$ cat src/rtl/dc_fill_sequencer_pkg.sv
// Shared data-cache fill definitions: geometry of the line/bank arrangement,
// the fill FSM state encoding and the bank entry position helper.
package dc_fill_sequencer_pkg;

  localparam int SET_INDEX_BITS = 5;
  localparam int WAY_BITS       = 2;
  localparam int ROW_BITS       = 2;
  localparam int NUM_BANKS      = 4;

  localparam int POS_BITS      = SET_INDEX_BITS + WAY_BITS + ROW_BITS;
  localparam int SET_LSB       = 6;
  localparam int WORD_BITS     = 32;
  localparam int ROW_DATA_BITS = NUM_BANKS * WORD_BITS;
  localparam int LINE_BITS     = ROW_DATA_BITS << ROW_BITS;

  localparam logic [3:0]           WRITE_MASK_ALL = 4'hF;
  localparam logic [NUM_BANKS-1:0] ALL_BANKS      = '1;
  localparam logic [ROW_BITS-1:0]  ROW_LAST       = '1;

  typedef enum logic [1:0] {
    FILL_IDLE  = 2'd0,
    FILL_ISSUE = 2'd1,
    FILL_DONE  = 2'd2
  } fill_state_e;

  // Entry position shared by all banks: set selects a 16-entry block,
  // way a 4-entry group inside it, row the entry inside the group.
  function automatic logic [POS_BITS-1:0] compose_pos(
    input logic [SET_INDEX_BITS-1:0] set_idx,
    input logic [WAY_BITS-1:0]       way,
    input logic [ROW_BITS-1:0]       row
  );
    return {set_idx, way, row};
  endfunction

endpackage

$ cat src/rtl/dc_fill_latch.sv
// Holds one 512-bit fill line for the duration of its issue phase and
// presents the four words of the selected row, bank 0 in the low word.
module dc_fill_latch
  import dc_fill_sequencer_pkg::*;
(
  input  logic                     clk,
  input  logic                     load,
  input  logic [LINE_BITS-1:0]     line_in,
  input  logic [ROW_BITS-1:0]      row_sel,
  output logic [ROW_DATA_BITS-1:0] row_words
);

  logic [LINE_BITS-1:0] line_q;

  // Capture the line only when a fill is accepted; contents are don't-care otherwise.
  always_ff @(posedge clk) begin
    if (load) begin
      line_q <= line_in;
    end
  end

  assign row_words = line_q[row_sel*ROW_DATA_BITS +: ROW_DATA_BITS];

endmodule

$ cat src/rtl/dc_fill_sequencer.sv
// Sequences a 16-word L2 line fill into four data banks, one row of four
// words per cycle, re-issuing only the banks that pushed back.
//
//   state      | meaning
//   -----------+------------------------------------------------------
//   ST_IDLE    | ready for a fill; fill_valid latches the request
//   ST_ISSUE   | driving the pending banks of the current row
//   ST_DONE    | one-cycle fill_done pulse, then back to idle
module dc_fill_sequencer
  import dc_fill_sequencer_pkg::*;
#(
  parameter int Width = 36,
  parameter int Size  = 512
) (
  input  logic                     clk,
  input  logic                     reset,
  input  logic                     fill_valid,
  output logic                     fill_retry,
  input  logic [28:0]              fill_addr,
  input  logic [1:0]               fill_way,
  input  logic [511:0]             fill_data,
  output logic                     fill_done,
  output logic [3:0]               bank_req_valid,
  input  logic [3:0]               bank_req_retry,
  output logic                     bank_write,
  output logic [$clog2(Size)-1:0]  bank_req_pos,
  output logic [4*Width-1:0]       bank_req_data
);

  localparam int PosW = $clog2(Size);

  localparam logic [1:0] ST_IDLE  = FILL_IDLE;
  localparam logic [1:0] ST_ISSUE = FILL_ISSUE;
  localparam logic [1:0] ST_DONE  = FILL_DONE;

  logic [1:0]                state;
  logic [ROW_BITS-1:0]       row;
  logic [NUM_BANKS-1:0]      pending;
  logic [NUM_BANKS-1:0]      remaining;
  logic [SET_INDEX_BITS-1:0] set_q;
  logic [WAY_BITS-1:0]       way_q;
  logic                      in_issue;
  logic                      load;
  logic [ROW_DATA_BITS-1:0]  row_words;
  logic                      unused_addr_bits;

  // Only the set index of the line address matters to the banks.
  assign unused_addr_bits = ^{fill_addr[28:SET_LSB+SET_INDEX_BITS], fill_addr[SET_LSB-1:0]};

  assign in_issue  = (state == ST_ISSUE);
  assign load      = reset && (state == ST_IDLE) && fill_valid;
  assign remaining = pending & bank_req_retry;

  dc_fill_latch u_latch (
    .clk       (clk),
    .load      (load),
    .line_in   (fill_data),
    .row_sel   (row),
    .row_words (row_words)
  );

  // Fill FSM, row counter and per-row pending-bank mask.
  always_ff @(posedge clk) begin
    if (!reset) begin
      state   <= ST_IDLE;
      row     <= '0;
      pending <= '0;
      set_q   <= '0;
      way_q   <= '0;
    end else begin
      case (state)
        ST_IDLE: begin
          if (fill_valid) begin
            set_q   <= fill_addr[SET_LSB +: SET_INDEX_BITS];
            way_q   <= fill_way;
            row     <= '0;
            pending <= ALL_BANKS;
            state   <= ST_ISSUE;
          end
        end
        ST_ISSUE: begin
          if (remaining == '0) begin
            if (row == ROW_LAST) begin
              pending <= '0;
              state   <= ST_DONE;
            end else begin
              row     <= row + 1'b1;
              pending <= ALL_BANKS;
            end
          end else begin
            pending <= remaining;
          end
        end
        ST_DONE: begin
          state <= ST_IDLE;
        end
        default: begin
          state <= ST_IDLE;
        end
      endcase
    end
  end

  assign fill_retry     = (state != ST_IDLE);
  assign fill_done      = (state == ST_DONE);
  assign bank_req_valid = in_issue ? pending : '0;
  assign bank_write     = |bank_req_valid;
  assign bank_req_pos   = in_issue ? PosW'(compose_pos(set_q, way_q, row)) : '0;

  // Per-bank write entry: full write mask over the row's word; quiet outside issue.
  always_comb begin
    bank_req_data = '0;
    if (in_issue) begin
      for (int b = 0; b < NUM_BANKS; b++) begin
        bank_req_data[b*Width +: Width] =
          Width'({WRITE_MASK_ALL, row_words[b*WORD_BITS +: WORD_BITS]});
      end
    end
  end

endmodule

$ cat config.mk
export PLATFORM = sky130hd
export DESIGN_NAME = dc_fill_sequencer
export DESIGN_NICKNAME = d
export VERILOG_FILES = /design/src/rtl/dc_fill_sequencer_pkg.sv /design/src/rtl/dc_fill_latch.sv /design/src/rtl/dc_fill_sequencer.sv
export SDC_FILE = /design/constraint.sdc
export NUM_CORES = 1
export LEC_CHECK = 0
export CAP_MARGIN = 30
export CORE_AREA = 2 2 273 275
export CTS_CLUSTER_DIAMETER = 80
export CTS_CLUSTER_SIZE = 25
export DETAILED_ROUTE_END_ITERATION = 8
export DIE_AREA = 0 0 275 277
export RECOVER_POWER = 100
export SETUP_SLACK_MARGIN = 0.15
export SLEW_MARGIN = 20
export SYNTH_ARGS = -nofsm -noshare
export SYNTH_HDL_FRONTEND = slang
export SYNTH_SLANG_ARGS = --single-unit
$ cat constraint.sdc
create_clock -name clk -period 47 [get_ports clk]
set_input_delay 14.1 -clock clk [delete_from_list [all_inputs] [get_ports clk]]
set_output_delay 14.1 -clock clk [all_outputs]
set_load 0.02 [all_outputs]
Word level (Yosys, flattened, before mapping)
Cells that the tools add are included.
{"block": "totals", "in_bits": 550, "wordCells": 42, "out_inout_bits": 160, "reg_bits": 527}
{"block": "classes", "shifts": 1, "n_eq_ne": 7, "bitwise_logic": 1, "muxes": 15, "n_reduce_logical": 11, "n_addsub": 1}
{"operator": "variable part select 512 x 10 -> 128 bit", "n": 1}
{"operator": "2-to-1 mux 144 bit", "n": 1}
{"operator": "2-to-1 mux 4 bit", "n": 4}
{"operator": "2-to-1 mux 2 bit", "n": 6}
{"operator": "2-to-1 mux 9 bit", "n": 1}
{"operator": "one-hot mux 2 bit (2 select lines)", "n": 2}
{"operator": "one-hot mux 4 bit (2 select lines)", "n": 1}
{"operator": "AND 4 bit", "n": 1}
{"operator": "equality test 2 bit (second input constant)", "n": 2}
{"operator": "zero test 4 bit", "n": 1}
{"operator": "inequality test 2 x 1 -> 1 bit (second input constant)", "n": 2}
{"operator": "inequality test 2 bit (second input constant)", "n": 2}
{"operator": "AND reduction 2 bit", "n": 2}
{"operator": "AND reduction 4 bit", "n": 1}
{"operator": "nonzero test 2 bit", "n": 2}
{"operator": "OR reduction 4 bit", "n": 1}
{"operator": "AND reduction 3 bit", "n": 1}
{"operator": "adder 2 x 1 -> 2 bit (second input constant)", "n": 1}
{"operator": "equality test 2 x 1 -> 1 bit (second input constant)", "n": 1}
{"operator": "logical AND 1 bit", "n": 2}
{"operator": "zero test 2 bit", "n": 1}

Logic depth before layout (Yosys ltp)
Gate-level depths: netlist of the first run.
{"block": "logic_depth", "ltp_word": 4, "mapped_depth": 5, "depth_no_buf": 4}

By module
From an unflattened synthesis of the first run, not the netlist that was laid out.
{"block": "unflattened", "cells_unflattened": 915, "hier_area_um2": 20298.2}
{"module": "dc_fill_latch", "cells_per_inst": 668, "seq_area_each_um2": 15374.7, "n_inst": 1, "area_per_inst_um2": 18571.6}
{"module": "dc_fill_sequencer", "cells_per_inst": 247, "seq_area_each_um2": 300.3, "n_inst": 1, "area_per_inst_um2": 1726.7}

Worst setup path after synthesis of the first run
OpenSTA, ideal clock, no wires.
{"block": "synth_timing", "path_kind": "input to register", "startpoint": "input port fill_valid", "endpoint": "register u_latch.line_q[0] (enable)", "cell_stages": 3, "setup_ns": 1.402, "arrival_time_ns": 35.901, "path_buffers": 1, "required_time_ns": 45.598, "setup_slack_ns": 9.697, "path_cell_list": "or3b_1 > clkbuf_1 > nor2_1"}
{"block": "synth_between", "elab_chain_len": 1}
{"element": "start, declared", "line_no": "dc_fill_sequencer.sv:17", "text": "input logic fill_valid,"}
{"element": "logical AND 1 bit", "line_no": "dc_fill_sequencer.sv:51", "text": "assign load = reset && (state == ST_IDLE) && fill_valid;"}
{"element": "via load", "line_no": "dc_fill_sequencer.sv:43", "text": "logic load;"}
{"element": "end signal, assigned", "line_no": "dc_fill_latch.sv:18", "text": "line_q <= line_in;"}
{"element": "end, declared", "line_no": "dc_fill_latch.sv:13", "text": "logic [LINE_BITS-1:0] line_q;"}
The timed path passes the listed nets, and every way through them passes these cells.
A chain may end at the register's enable or synchronous reset.

Worst setup path after layout of the first run
{"block": "layout_timing", "startpoint": "input port fill_valid", "endpoint": "register u_latch.line_q[63] (enable)"}
The elaborated chain is that of the path after synthesis.

==> impl.org, run 1 <==
** Power and ir drop
- Share of total power in the clock network :: between 30% and 40%
- Leakage :: 9.408 nW
- Combinational logic is responsible for around a tenth of the overall power.
- In this run the power density over the cells is around 33 nW/um^2.
- In this run switching power makes up ~22% of total power.
- IR analysis of the VDD net gives a maximum drop of between 0.03 and 0.04 mV.
- Internal Power :: 752.5 uW
- Power spent charging and discharging nets :: about 220 uW
- The share of total power dissipated in sequential elements is between 50% and 60%.

** Setup path
- At the worst endpoint, the arrival time is roughly 25 ns.
- Across all register-to-register paths, the minimum setup slack is 35.92 ns.
- End of the worst register-to-register path :: u_latch.line_q[63]
- In this run the critical register-to-register path is launched from state[1].
- Crit Path Category :: in2reg
- Critical path fanouts, max :: 64
- Type of element capturing the critical path :: register
- Element type at the critical path start :: primary input
- The worst register-to-register path has a depth of 8.
- Worst path required time :: about 47 ns

** Global routing
- Global routing finished with a remaining overflow of 0.
- Maximum number of pins on one net before global-route repair :: 80
- Number of global-route vias before repair :: 12329
- First-pass GRT wire length :: approximately 78000 um
- Aggregate global-route resource usage :: a little over an eighth
- The initial antenna violation count came to 38.

** Clocking
- Hold repair after CTS inserted 0 buffers.
- # resized after CTS :: 0
- Clock transition at the register clock pins on the worst setup and hold paths after CTS :: around 0.090 ns
- Number of H-tree levels :: 2
- The number of setup buffers added after CTS is 0.
- TritonCTS clock tree :: yes
- For this design, the sink count on the clock tree is between 500 and 600.
- CTS Buf Count :: 34
- The tree is rooted in a clkbuf_16.
- Insertion delay to the later sink of the worst-skew pair :: about 0.56 ns
- Maximum buffer depth of the clock tree :: 3

** Routing
- The first detailed-routing pass ran for 4 iterations.
- Post-Route WL :: 54190 um
- The final route contains about 11000 vias.
- Starting DRC count in detailed routing :: 690
- Number of routed nets with antenna violations :: 0
- After detailed routing, the average wire length per cell comes to 20.74 um.
- Ratio of routed vias to standard cells :: 4.312
- In the routed design, unresolved DRC markers number 0.

** STA
- Max transition margin :: -126.9%
- For the pin with the worst max-slew slack, the measured transition is approximately 3.4 ns.
- The number of hold-slack violations in the final timing report was 0.
- The tightest hold path in the finished design has a slack of 0.4677 ns.
- In the finished design, the share of the clock period the worst path needs comes to 52.74%.
- For the final database, setup skew stands at 0.02126 ns.
- RSZ-0062 raised after global routing :: false
- Minimum clock period :: around 25 ns
- Maximum operating frequency :: between 40 and 50 MHz
- Total count of max-transition violations in the final report :: ~620
- Fin Setup TNS :: 0 ns
- Final setup violation count :: 0

** Synthesis
- Number of instances in the synthesized netlist :: a little over 900
- Nets in the synthesized netlist :: 1464
- Complex-gate fraction of the synthesized area :: less than 1%
- The biggest area contributor in the post-synthesis netlist is edfxtp_1.
- After synthesis, the largest family of logic cells by area is multiplexers.
- The average instance in the mapped netlist occupies approximately 22 sq um.
- Post-synthesis register bit count :: 527
- Sequential cell area fraction in the yosys report :: 77.85%
- Netlist area before placement :: 20140 sq um
- Proportion of synthesized area in mux cells :: 14.42%
- Summing the areas of all xor and xnor instances in the mapped netlist gives 0% of the synthesized area.
- After synthesis, the netlist uses 32 different library cells.
- Of the total synthesized cell area, the portion taken by AND, OR, NAND and NOR gates is approximately 5.2%.
- After Yosys synthesis, full adders, half adders and majority gates account for 0.06214% of the synthesized area.
- The synthesized design devotes to its leading area cell type between 70% and 80% of total area.
- Yosys attributes the largest share of cell area to edfxtp_1, mux4_2, and2_1, dfxtp_1, buf_4.
- Synth Warn # :: 0

** Final layout
- Non-Filler Cell Area, Final :: just under 30000 sq um
- The area growth from synthesis to layout is 45.05%.
- After filler insertion, the fill cell instance count of the layout stands at ~6600.
- Of the cells placed in the final design, the portion with a size suffix greater than 1 is approximately an eighth.
- At the end of the flow, the number of nets in the layout was between 2000 and 2500.

** Floorplanning
- Area enclosed by the die boundary :: about 76000 sq um
- After floorplanning, the core was sized to cover about 74000 sq um.
- Die H :: around 280 um
- Once the floorplan was initialized, standard cells occupied between 20% and 30% of the core.
- Width of the die :: 275 um
- Pin placement for this block handled 710 I/O pins.
- Row count :: 100

** Hold path
- For hold timing, the worst endpoint is set_q[4].
- The path class of the tightest hold or removal check is reg2reg.
- Hold path cells :: 2
- Start point of the worst hold path :: set_q[4]

** Place
- GP Congestion :: between 0.7 and 0.8
- Once placement finished, the instance area stood at ~28000 sq um.
- Input and output buffers added on the ports amount to roughly 690.
- Hpwl dp :: roughly 39000 um

** Outcome
- The final reports fail on capacitance limit, slew limit.
- The flow ran to the end, but the final reports show violations.

** Job
- Max-cap check violation count :: 11
==> synthesized netlist by cell type <==
cell / count
a22oi_1: 2
dfxtp_1: 15
nand4b_2: 1
buf_2: 16
or3b_1: 1
nand2_1: 14
ha_1: 1
nand2b_1: 1
nor3_1: 1
a41o_1: 1
nor2b_1: 1
buf_4: 16
or2_2: 1
and3_1: 1
nand3b_1: 1
nand3_1: 3
mux2_2: 1
inv_1: 1
mux4_2: 128
buf_6: 10
clkinv_1: 1
nor3b_1: 1
and2_1: 141
nor2_1: 5
a31oi_1: 4
clkbuf_1: 17
edfxtp_1: 512
mux2i_1: 1
o21ai_0: 4
buf_1: 3
nor4_1: 1
a21oi_1: 7
==> metrics by stage <==
stage               cells  power, mW  worst slack (ns)  util (%)
floorplan             913     0.6030             9.697         -
global placement     2519     0.6540             27.93     37.98
detailed placement   2520     0.6570             27.73     38.01
CTS                  2578     0.9944             28.33     39.65
global route         2610      1.007             21.09     39.69
finish               2613     0.9707             22.21     39.70
==> routing by layer <==
layer	routed length [um]	share of wire (%)	global-route usage [%]	up-vias
met5	103	0.19	0	-
met4	1276	2.4	4.061	16
met3	5717	11	5.506	86
met2	27850	51	24.42	514
met1	19240	36	14.87	5596
li1	-	-	-	5056
==> state kept, by name, indices dropped and copies added, names as in the netlist <==
name            flops
way_q               2
set_q               5
state               2
row                 2
u_latch.line_q    512
pending             4
==> power by group through the flow <==
| stage | Sequential (mW) | Combinational [mW] | Clock, mW |
|---|---|---|---|
| 4_1_cts | 0.542 | 0.104 | 0.348 |
| 2_1_floorplan | 0.565 | 0.0377 | 0 |
| 3_3_place_gp | 0.552 | 0.102 | 0 |
| 5_1_grt | 0.545 | 0.0992 | 0.363 |
| 6_report | 0.543 | 0.0921 | 0.335 |
| 3_5_place_dp | 0.553 | 0.104 | 0 |
==> logic make-up (layout without fill, tap and decap cells) <==
logic type,Yosys count,after routing
buffers and inverters,64,765
adders and majority gates,1,1
muxes,130,130
and+or+nand+nor,173,173
AOI/OAI and AO/OA,18,18
DFF,527,527
other,0,30
==> layout by cell type (no fill, tap or decap), types with 3 or more instances in the layout <==
cell | netlist | routed
nand3_1 | 3 | 3
diode_2 | 0 | 30
dfxtp_1 | 15 | 13
clkbuf_1 | 17 | 16
nor2_1 | 5 | 5
a21oi_1 | 7 | 7
clkbuf_16 | 0 | 35
and2_1 | 141 | 29
edfxtp_1 | 512 | 512
buf_4 | 16 | 5
clkdlybuf4s50_1 | 0 | 126
mux4_2 | 128 | 128
a31oi_1 | 4 | 4
bufinv_16 | 0 | 3
nand2_1 | 14 | 14
dlygate4sd3_1 | 0 | 559
clkinv_8 | 0 | 3
o21ai_0 | 4 | 4
and2_0 | 0 | 112
==> critical path, stage by stage <==
cell,delay [ns]
dlygate4sd3_1,0.56
or3b_1,0.59
nor2_1,0.22
clkbuf_1,0.83
clkbuf_1,2.31
clkbuf_1,0.68
clkbuf_1,2.38
clkbuf_1,0.65
clkbuf_1,2.43
==> cell type report <==
| cell class | count | area (sq um) | share of cell area, % |
|---|---|---|---|
| Antenna cell | 30 | 75.07 | 0.2570 |
| Clock buffer | 37 | 883.3 | 3.024 |
| Clock inverter | 21 | 319.1 | 1.092 |
| Inverter | 2 | 8.758 | 0.02999 |
| Multi-Input combinational cell | 322 | 4059 | 13.90 |
| Sequential cell | 527 | 15680 | 53.69 |
| Tap cell | 969 | 1212 | 4.151 |
| Timing Repair Buffer | 705 | 6967 | 23.85 |
==> worst max-delay path by stage <==
stage,slack (ns),endpoint,start,depth (start not counted)
2_1_floorplan,9.70,u_latch.line_q[0],fill_valid,3
3_3_place_gp,27.93,u_latch.line_q[225],fill_valid,7
3_5_place_dp,27.73,u_latch.line_q[225],fill_valid,7
4_1_cts,28.33,bank_req_data[136],row[0],5
5_1_grt,21.09,u_latch.line_q[69],fill_valid,9
6_report,22.21,u_latch.line_q[63],fill_valid,9
Note: power is estimated with default switching activity, not from simulation.
==> run 2: changes to the inputs <==
Clock period 47 ns to 24.3 ns, I/O delays scaled along.
==> run 2 against run 1 <==
  * The run still ends with capacitance limit, slew limit left
  * First-iteration DRC count grew 1.9%
  * Non-clock buffer count fell by 5
  * Worst setup slack lost 14 ns
  * Clock power grew 65%
  * Cell count fell by 0.27%
  * Critical path type is now reg2out
  * Critical endpoint is now bank_req_data[133]
==> impl.org, run 2 (synthesis gave the netlist of run 1 again) <==
** STA
- Minimum clock period :: roughly 16 ns
- The setup violation total in the final timing report was 0 (unchanged).
- Max transition margin :: -121.1% (was -126.9%)
- The final-layout setup total negative slack was 0 ns (unchanged).
- Final worst-path cycle share :: around two thirds
- The transition at the pin with the smallest max-transition slack came to 3.316 ns (was 3.404 ns).
- Number of failing hold endpoints at the final stage :: 0 (unchanged)
- The max-slew violation count is 352 (was 624).
- Maximum operating frequency :: about 63 MHz
- The worst setup skew after layout came to 0.03005 ns (was 0.02126 ns).
- RSZ-0062 raised after global routing: false (unchanged).

** Job
- Max-cap check violation count :: 7 (was 11)

** Setup path
- The reg2reg setup slack came to 17.14 ns (was 35.92 ns).
- The endpoint class of the critical path is an output port (was register).
- Worst path required time :: 17.01 ns (was 47.10 ns)
- Slowest stage cell, crit path :: clkbuf_1 (unchanged)
- Element type at the critical path start :: register (was primary input)
- Depth of the worst register-to-register path :: 6 (was 8)
- The biggest fanout along the worst timing path is 32 (was 64).
- The start of the worst register-to-register path is state[0] (was state[1]).
- The endpoint arrival time on the critical path was 8.58 ns (was 24.89 ns).
- The library cell appearing most often on the critical path was clkbuf_1 (unchanged).
- The worst stage delay on the critical path is 2.09 ns (was 2.43 ns).
- End of the worst register-to-register path :: u_latch.line_q[439] (was u_latch.line_q[63])
- Cells traversed along the worst timing path: clkbuf_1 -> clkbuf_1 -> clkbuf_1 -> mux4_2 -> and2_1 -> dlygate4sd3_1 (was dlygate4sd3_1 -> or3b_1 -> nor2_1 -> clkbuf_1 -> clkbuf_1 -> clkbuf_1 -> clkbuf_1 -> clkbuf_1 -> clkbuf_1).
- The path type of the worst setup path was reg2out (was in2reg).

** Routing
- The violation count after the first detailed-routing iteration came to 703 (was 690).
- The final wirelength was 53490 um (was 54190 um).
- Number of routed nets with antenna violations :: 0 (unchanged)
- The first-pass iteration count of the detailed router is 4 (unchanged).
- The final routed wire length divided by cell count came to 20.52 um (was 20.74 um).
- The post-detailed-route DRC marker count was 0 (unchanged).
- Total via count after detailed routing :: 11120 (was 11268)
- Ratio of routed vias to standard cells :: 4.267 (was 4.312)

** Floorplanning
- The starting utilization of the core area is 27.37% (unchanged).
- The die footprint was 76180 sq um (unchanged).
- Die H :: 277 um (unchanged)
- Row count :: 100 (unchanged)
- The die boundary width was 275 um (unchanged).
- The top-level I/O count is 710 (unchanged).
- The core outline area was 73570 sq um (unchanged).

** Clocking
- TritonCTS clock tree :: yes (unchanged)
- The hold buffer count at CTS was 0 (unchanged).
- Post CTS Setup Buffer Count :: 0 (unchanged)
- The clock sink count was 527 (unchanged).
- The number of H-tree branching levels is 1 (was 2).
- The later-pin clock latency in the skew report was 0.60 ns (was 0.56 ns).
- The post-cts gate resize count came to 0 (unchanged).
- Cell at the root of the clock tree :: clkbuf_16 (unchanged)
- Clock transition at the register clock pins on the worst setup and hold paths after CTS :: 0.09 ns (about the same)
- The clock tree buffer depth came to 3 (unchanged).
- The CTS buffer count is 29 (was 34).

** Place
- Count of input and output buffers :: 685 (unchanged)
- The instance area after placement came to 27980 sq um (was 27970 sq um).
- GP Congestion :: 0.8092 (was 0.7854)
- The final HPWL from detailed placement came to 38290 um (was 38920 um).

** Final layout
- The number of fillers in the final layout came to 6668 (was 6641).
- The fraction of the core area covered by cells at the end of the flow came to 39.37% (was 39.70%).
- The post-route cell area was 28960 sq um (was 29210 sq um).
- Flip-flop count of the largest register after layout :: 512 (unchanged)
- The final layout net count was 2133 (was 2143).
- The area added between synthesis and finish was 43.84% (was 45.05%).
- Most frequent cells in the layout: dlygate4sd3_1, edfxtp_1, mux4_2 (unchanged).
- Largest registers in the final layout :: u_latch.line_q x512, set_q x5, pending x4 (unchanged)
- The most flop-heavy register is u_latch.line_q (unchanged).
- Fraction of final layout cells sized beyond drive strength 1 :: 11.48% (was 11.96%)
- The most common library cell in the layout ignoring fill and taps was dlygate4sd3_1 (unchanged).

** Global routing
- Maximum number of pins on one net before global-route repair :: 175 (was 80)
- The met2 usage is 24.26% (was 24.42%).
- Met3 layer usage reported by global route :: 4.049% (was 5.506%)
- Met1 track demand over resource in global routing :: 15.19% (was 14.87%)
- Aggregate global-route resource usage :: 13.57% (was 13.73%)
- First-pass GRT wire length :: 77500 um (was 77610 um)
- The initial antenna violation count is 43 (was 38).
- Number of global-route vias before repair :: 12012 (was 12329)
- The most crowded layer after global routing is met2 (unchanged).
- Total overflow reported by the global router :: 0 (unchanged)

** Hold path
- Endpoint with the worst hold slack :: set_q[2] (was set_q[4])
- Path class of the lowest-slack min-delay path :: reg2reg (unchanged)
- Start point of the worst hold path :: set_q[2] (was set_q[4])
- Hold path cells :: 2 (unchanged)

** Power and ir drop
- Pwr per Cell Area :: 61.42 nW/um^2 (was 33.23 nW/um^2)
- The static power due to leakage came to 9.478 nW (was 9.408 nW).
- The worst-case vdd ir drop came to 0.05648 mV (was 0.03923 mV).

** Outcome
- Status :: finished with violations (unchanged)
- Violated checks: capacitance limit, slew limit (unchanged).
[run 2: cell count changes in the layout (fill, tap and decap cells not counted), moves of 2 or more]
cell	previous run	this run
and2_0	112	54
and2_1	29	87
clkbuf_1	16	13
clkbuf_16	35	29
clkdlybuf4s50_1	126	72
clkinv_2	2	4
clkinv_4	1	3
clkinv_8	3	1
diode_2	30	34
dlygate4sd3_1	559	613
inv_16	2	0
inv_6	2	4
[run 2: critical path: cells and delay by family, from the launching register on]
family,cells,cell delay (ns)
and+or+nand+nor,1,0.26
DFF,1,1.21
muxes,1,0.66
buffers and inverters,4,5.76
[run 2: layer usage]
| layer | part of all wire, % | routed length (um) | up-vias |
|---|---|---|---|
| li1 | - | - | 5032 |
| met1 | 36 | 19320 | 5519 |
| met2 | 52 | 27890 | 482 |
| met3 | 8.8 | 4721 | 73 |
| met4 | 2.7 | 1459 | 14 |
| met5 | 0.18 | 97 | - |
[run 2: stage by stage]
step	hold slack [ns]	std cells	setup WS, ns	total power, mW
floorplan	0.4317	913	2.511	1.153
global route	0.4882	2603	7.117	1.849
global placement	0.4509	2517	12.65	1.264
CTS	0.4580	2570	12.56	1.829
finish	0.4570	2606	8.430	1.779
detailed placement	0.4448	2518	12.72	1.270
[run 2: report_power, final]
part | switching, mW | leakage [nW] | internal, mW
logic | 0.0749 | 4.15 | 0.103
registers | 0.0103 | 4.86 | 1.04
clock network | 0.302 | 0.470 | 0.251
total | 0.387 | 9.48 | 1.39
[run 2: how the worst max path moves through the flow]
stage,endpoint,startpoint,cells past startpoint
after floorplan,u_latch.line_q[0],fill_valid,3
after global placement,u_latch.line_q[332],fill_valid,6
after detailed placement,u_latch.line_q[332],fill_valid,7
after CTS,bank_req_data[133],row[0],5
after global routing,bank_req_data[133],row[0],6
final,bank_req_data[133],row[0],6
[run 2: layout make-up]
type / instances / area (sq um) / share of cell area, %
Multi-Input combinational cell: 322 / 4059 / 14.01
Inverter: 2 / 8.758 / 0.03024
Sequential cell: 527 / 15680 / 54.13
Tap cell: 969 / 1212 / 4.186
Clock buffer: 33 / 740.7 / 2.557
Antenna cell: 34 / 85.08 / 0.2938
Clock inverter: 19 / 217.7 / 0.7517
Timing Repair Buffer: 700 / 6960 / 24.03
==> run 3: changes to the inputs <==
Clock period 24.3 ns to 12.9 ns, I/O delays scaled along.
==> run 3 against run 2 <==
  * The run still ends with capacitance limit, slew limit left
  * Critical path depth fell by 1
  * Combinational power rose by 90%
  * Clock power rose by 95%
  * Highest routed layer unchanged
  * Worst setup slack got worse by 5.4 ns
  * Via count rose by 0.93%
  * First-iteration DRC count fell by 11%
==> impl.org, run 3 (synthesis gave the netlist of run 1 again) <==
** Job
- The max capacitance violation total is 3 (was 7).

** Routing
- The final routed wire length divided by cell count came to 21.28 um (was 20.52 um).
- The post-detailed-route count of antenna-violating nets was 0 (unchanged).
- The post-detailed-route DRC marker count was 0 (unchanged).
- The violation count after the first detailed-routing iteration was 629 (was 703).
- Ratio of routed vias to standard cells :: 4.338 (was 4.267)
- Post-Route WL :: 55060 um (was 53490 um)
- Number of iterations in the first detailed-routing pass :: 4 (unchanged)
- Total via count after detailed routing :: 11223 (was 11120)

** Hold path
- The path type of the worst min-delay path is reg2reg (unchanged).
- The hold path startpoint is way_q[1] (was set_q[2]).

** Place
- The number of buffers added on ports came to 685 (unchanged).
- The final HPWL from detailed placement was 39700 um (was 38290 um).
- The total placed cells including tap cells is 2516 (was 2518).
- GP Congestion :: 0.8137 (was 0.8092)

** Final layout
- The most common library cell in the layout ignoring fill and taps is dlygate4sd3_1 (unchanged).
- Largest registers in the final layout :: u_latch.line_q x512, set_q x5, pending x4 (unchanged)
- The final layout net count was 2131 (was 2133).
- The area added between synthesis and finish was 43.92% (was 43.84%).
- Fraction of final layout cells sized beyond drive strength 1 :: 12.13% (was 11.48%)
- Flip-flop count of the largest register after layout :: 512 (unchanged)
- The number of standard cells in the final layout excluding fillers was 2587 (was 2606).
- Most frequent cells in the layout :: dlygate4sd3_1, edfxtp_1, mux4_2 (unchanged)
- Register name with the most flops :: u_latch.line_q (unchanged)

** Setup path
- Critical path fanouts, max :: 81 (was 32)
- Cells traversed along the worst timing path: nand2b_1 -> clkinvlp_2 -> buf_4 -> and2_1 -> dlygate4sd3_1 (was clkbuf_1 -> clkbuf_1 -> clkbuf_1 -> mux4_2 -> and2_1 -> dlygate4sd3_1).
- The cell type of the slowest stage on the worst timing path was clkinvlp_2 (was clkbuf_1).
- The kind of start point of the critical path is a register (unchanged).
- CP max stage delay :: 2.44 ns (was 2.09 ns)
- The dominant delay contributor by cell family on the critical path is buffers and inverters (unchanged).
- Type of element capturing the critical path :: output port (unchanged)
- The path type of the worst setup path was reg2out (unchanged).
- R2r startpoint :: state[1] (was state[0])
- The endpoint required time on the critical path came to 9.03 ns (was 17.01 ns).
- The critical path buffer and inverter count came to 3 (was 4).
- Arr. time, crit path :: 6.00 ns (was 8.58 ns)
- The startpoint of the most critical setup path was state[1] (was row[0]).

** Clocking
- Insertion delay to the later sink of the worst-skew pair :: 0.64 ns (was 0.60 ns)
- The clock root buffer was clkbuf_16 (unchanged).
- The number of H-tree branching levels was 1 (unchanged).
- Clock transition at the register clock pins on the worst setup and hold paths after CTS :: 0.10 ns (was 0.09 ns)
- The clock tree buffer depth is 3 (unchanged).
- The clock tree from TritonCTS is yes (unchanged).
- The hold buffer count at CTS is 0 (unchanged).
- CTS Buf Count :: 30 (was 29)
- Post CTS Setup Buffer Count :: 0 (unchanged)
- CTS sink count :: 527 (unchanged)
- # resized after CTS :: 0 (unchanged)

** Floorplanning
- Die H :: 277 um (unchanged)
- Standard cell core area :: 73570 sq um (unchanged)
- The starting utilization of the core area was 27.37% (unchanged).
- The die boundary width is 275 um (unchanged).
- Number of top-level pins :: 710 (unchanged)
- Row count :: 100 (unchanged)
- The die footprint is 76180 sq um (unchanged).

** Power and ir drop
- The worst-case vdd ir drop came to 0.1029 mV (was 0.05648 mV).
- The static power due to leakage came to 9.415 nW (was 9.478 nW).
- The total power divided by cell area was 117.2 nW/um^2 (was 61.42 nW/um^2).

** Global routing
- Aggregate global-route resource usage :: 13.90% (was 13.57%)
- The global-route wire length before repair is 79100 um (was 77500 um).
- The maximum number of pins on one net before global-route repair was 180 (was 175).
- Total overflow reported by the global router :: 0 (unchanged)
- Antenna violations before repair :: 30 (was 43)
- Number of global-route vias before repair :: 12231 (was 12012)

** STA
- Final worst-path cycle share :: 76.51%
- The setup violation total in the final timing report was 0 (unchanged).
- RSZ-0062 raised after global routing: false (unchanged).
- Slew at the pin closest to its max-slew limit :: 4.512 ns (was 3.316 ns)
- Number of failing hold endpoints at the final stage :: 0 (unchanged)
- Fin Clk Skew :: 0.03877 ns (was 0.03005 ns)
- Minimum clock period :: about 9.9 ns
- The worst slew slack as a fraction of its limit was -200.8% (was -121.1%).
- The max-slew violation count is 318 (was 352).
- Fin Setup TNS :: 0 ns (unchanged)
- For this run, the top clock speed supported by timing is about 100 MHz.

** Outcome
- Violated checks: capacitance limit, slew limit (unchanged).
- Status :: finished with violations (unchanged)
==> run 3: changes by cell type in the layout (fill, tap and decap cells not counted), moves of 2 or more <==
| cell | before | now |
|---|---|---|
| clkdlybuf4s50_1 | 72 | 119 |
| dlygate4sd3_1 | 613 | 566 |
| clkinv_8 | 1 | 3 |
| and2_1 | 87 | 106 |
| clkinv_1 | 2 | 0 |
| inv_16 | 0 | 2 |
| diode_2 | 34 | 18 |
| clkbuf_1 | 13 | 3 |
| buf_4 | 4 | 8 |
| clkbuf_8 | 0 | 2 |
| and2_0 | 54 | 35 |
| clkinv_2 | 4 | 2 |
==> run 3: through the flow <==
step | total power [mW] | setup WS [ns] | instance area [sq um] | util [%] | hold WS, ns
finish | 3.397 | 3.031 | 28980 | 39.39 | 0.4625
global route | 3.521 | 2.415 | 28970 | 39.38 | 0.4792
CTS | 3.478 | 4.967 | 28950 | 39.35 | 0.4633
detailed placement | 2.393 | 5.514 | 27940 | 37.98 | 0.4504
global placement | 2.383 | 5.638 | 27940 | 37.98 | 0.4452
floorplan | 2.158 | 0.3359 | 20140 | - | 0.4317
==> run 3: worst register-to-register path, delay by kind of cell, from the launching register on <==
kind                   cells  cell delay, ns
buffers and inverters      2            4.29
DFF                        1            0.37
and+or+nand+nor            2            1.21
==> run 3: power by group <==
part	leakage [nW]	internal [mW]	switching [mW]
registers	4.86	1.96	0.0203
logic	4.06	0.195	0.142
clock network	0.491	0.482	0.600
total	9.42	2.64	0.762
==> run 3: worst paths after layout <==
check / endpoint / slack, ns / depth (start not counted)
worst min register to register: way_q[1] / 0.46 / 2
worst max-delay path: bank_req_data[4] / 3.03 / 5
worst max register to register: u_latch.line_q[211] / 6.57 / 4
worst min-delay path: way_q[1] / 0.46 / 2
==> run 3: routing by layer <==
metal  share of wire (%)  vias to the layer above  global-route usage (%)
met5                0.20                        -                       0
met3                 8.4                       79                   4.015
met2                  53                      473                   25.52
met1                  37                     5643                   15.68
li1                    -                     5012                       -
met4                 2.1                       16                   3.396
==> run 3: cell type report <==
cell class	instances	area, sq um
Fill cell	6705	44590
Sequential cell	527	15680
Timing Repair Buffer	697	6965
Multi-Input combinational cell	322	4059
Tap cell	969	1212
Clock buffer	34	785.8
Clock inverter	18	220.2
Antenna cell	18	45.04
Inverter	2	8.758
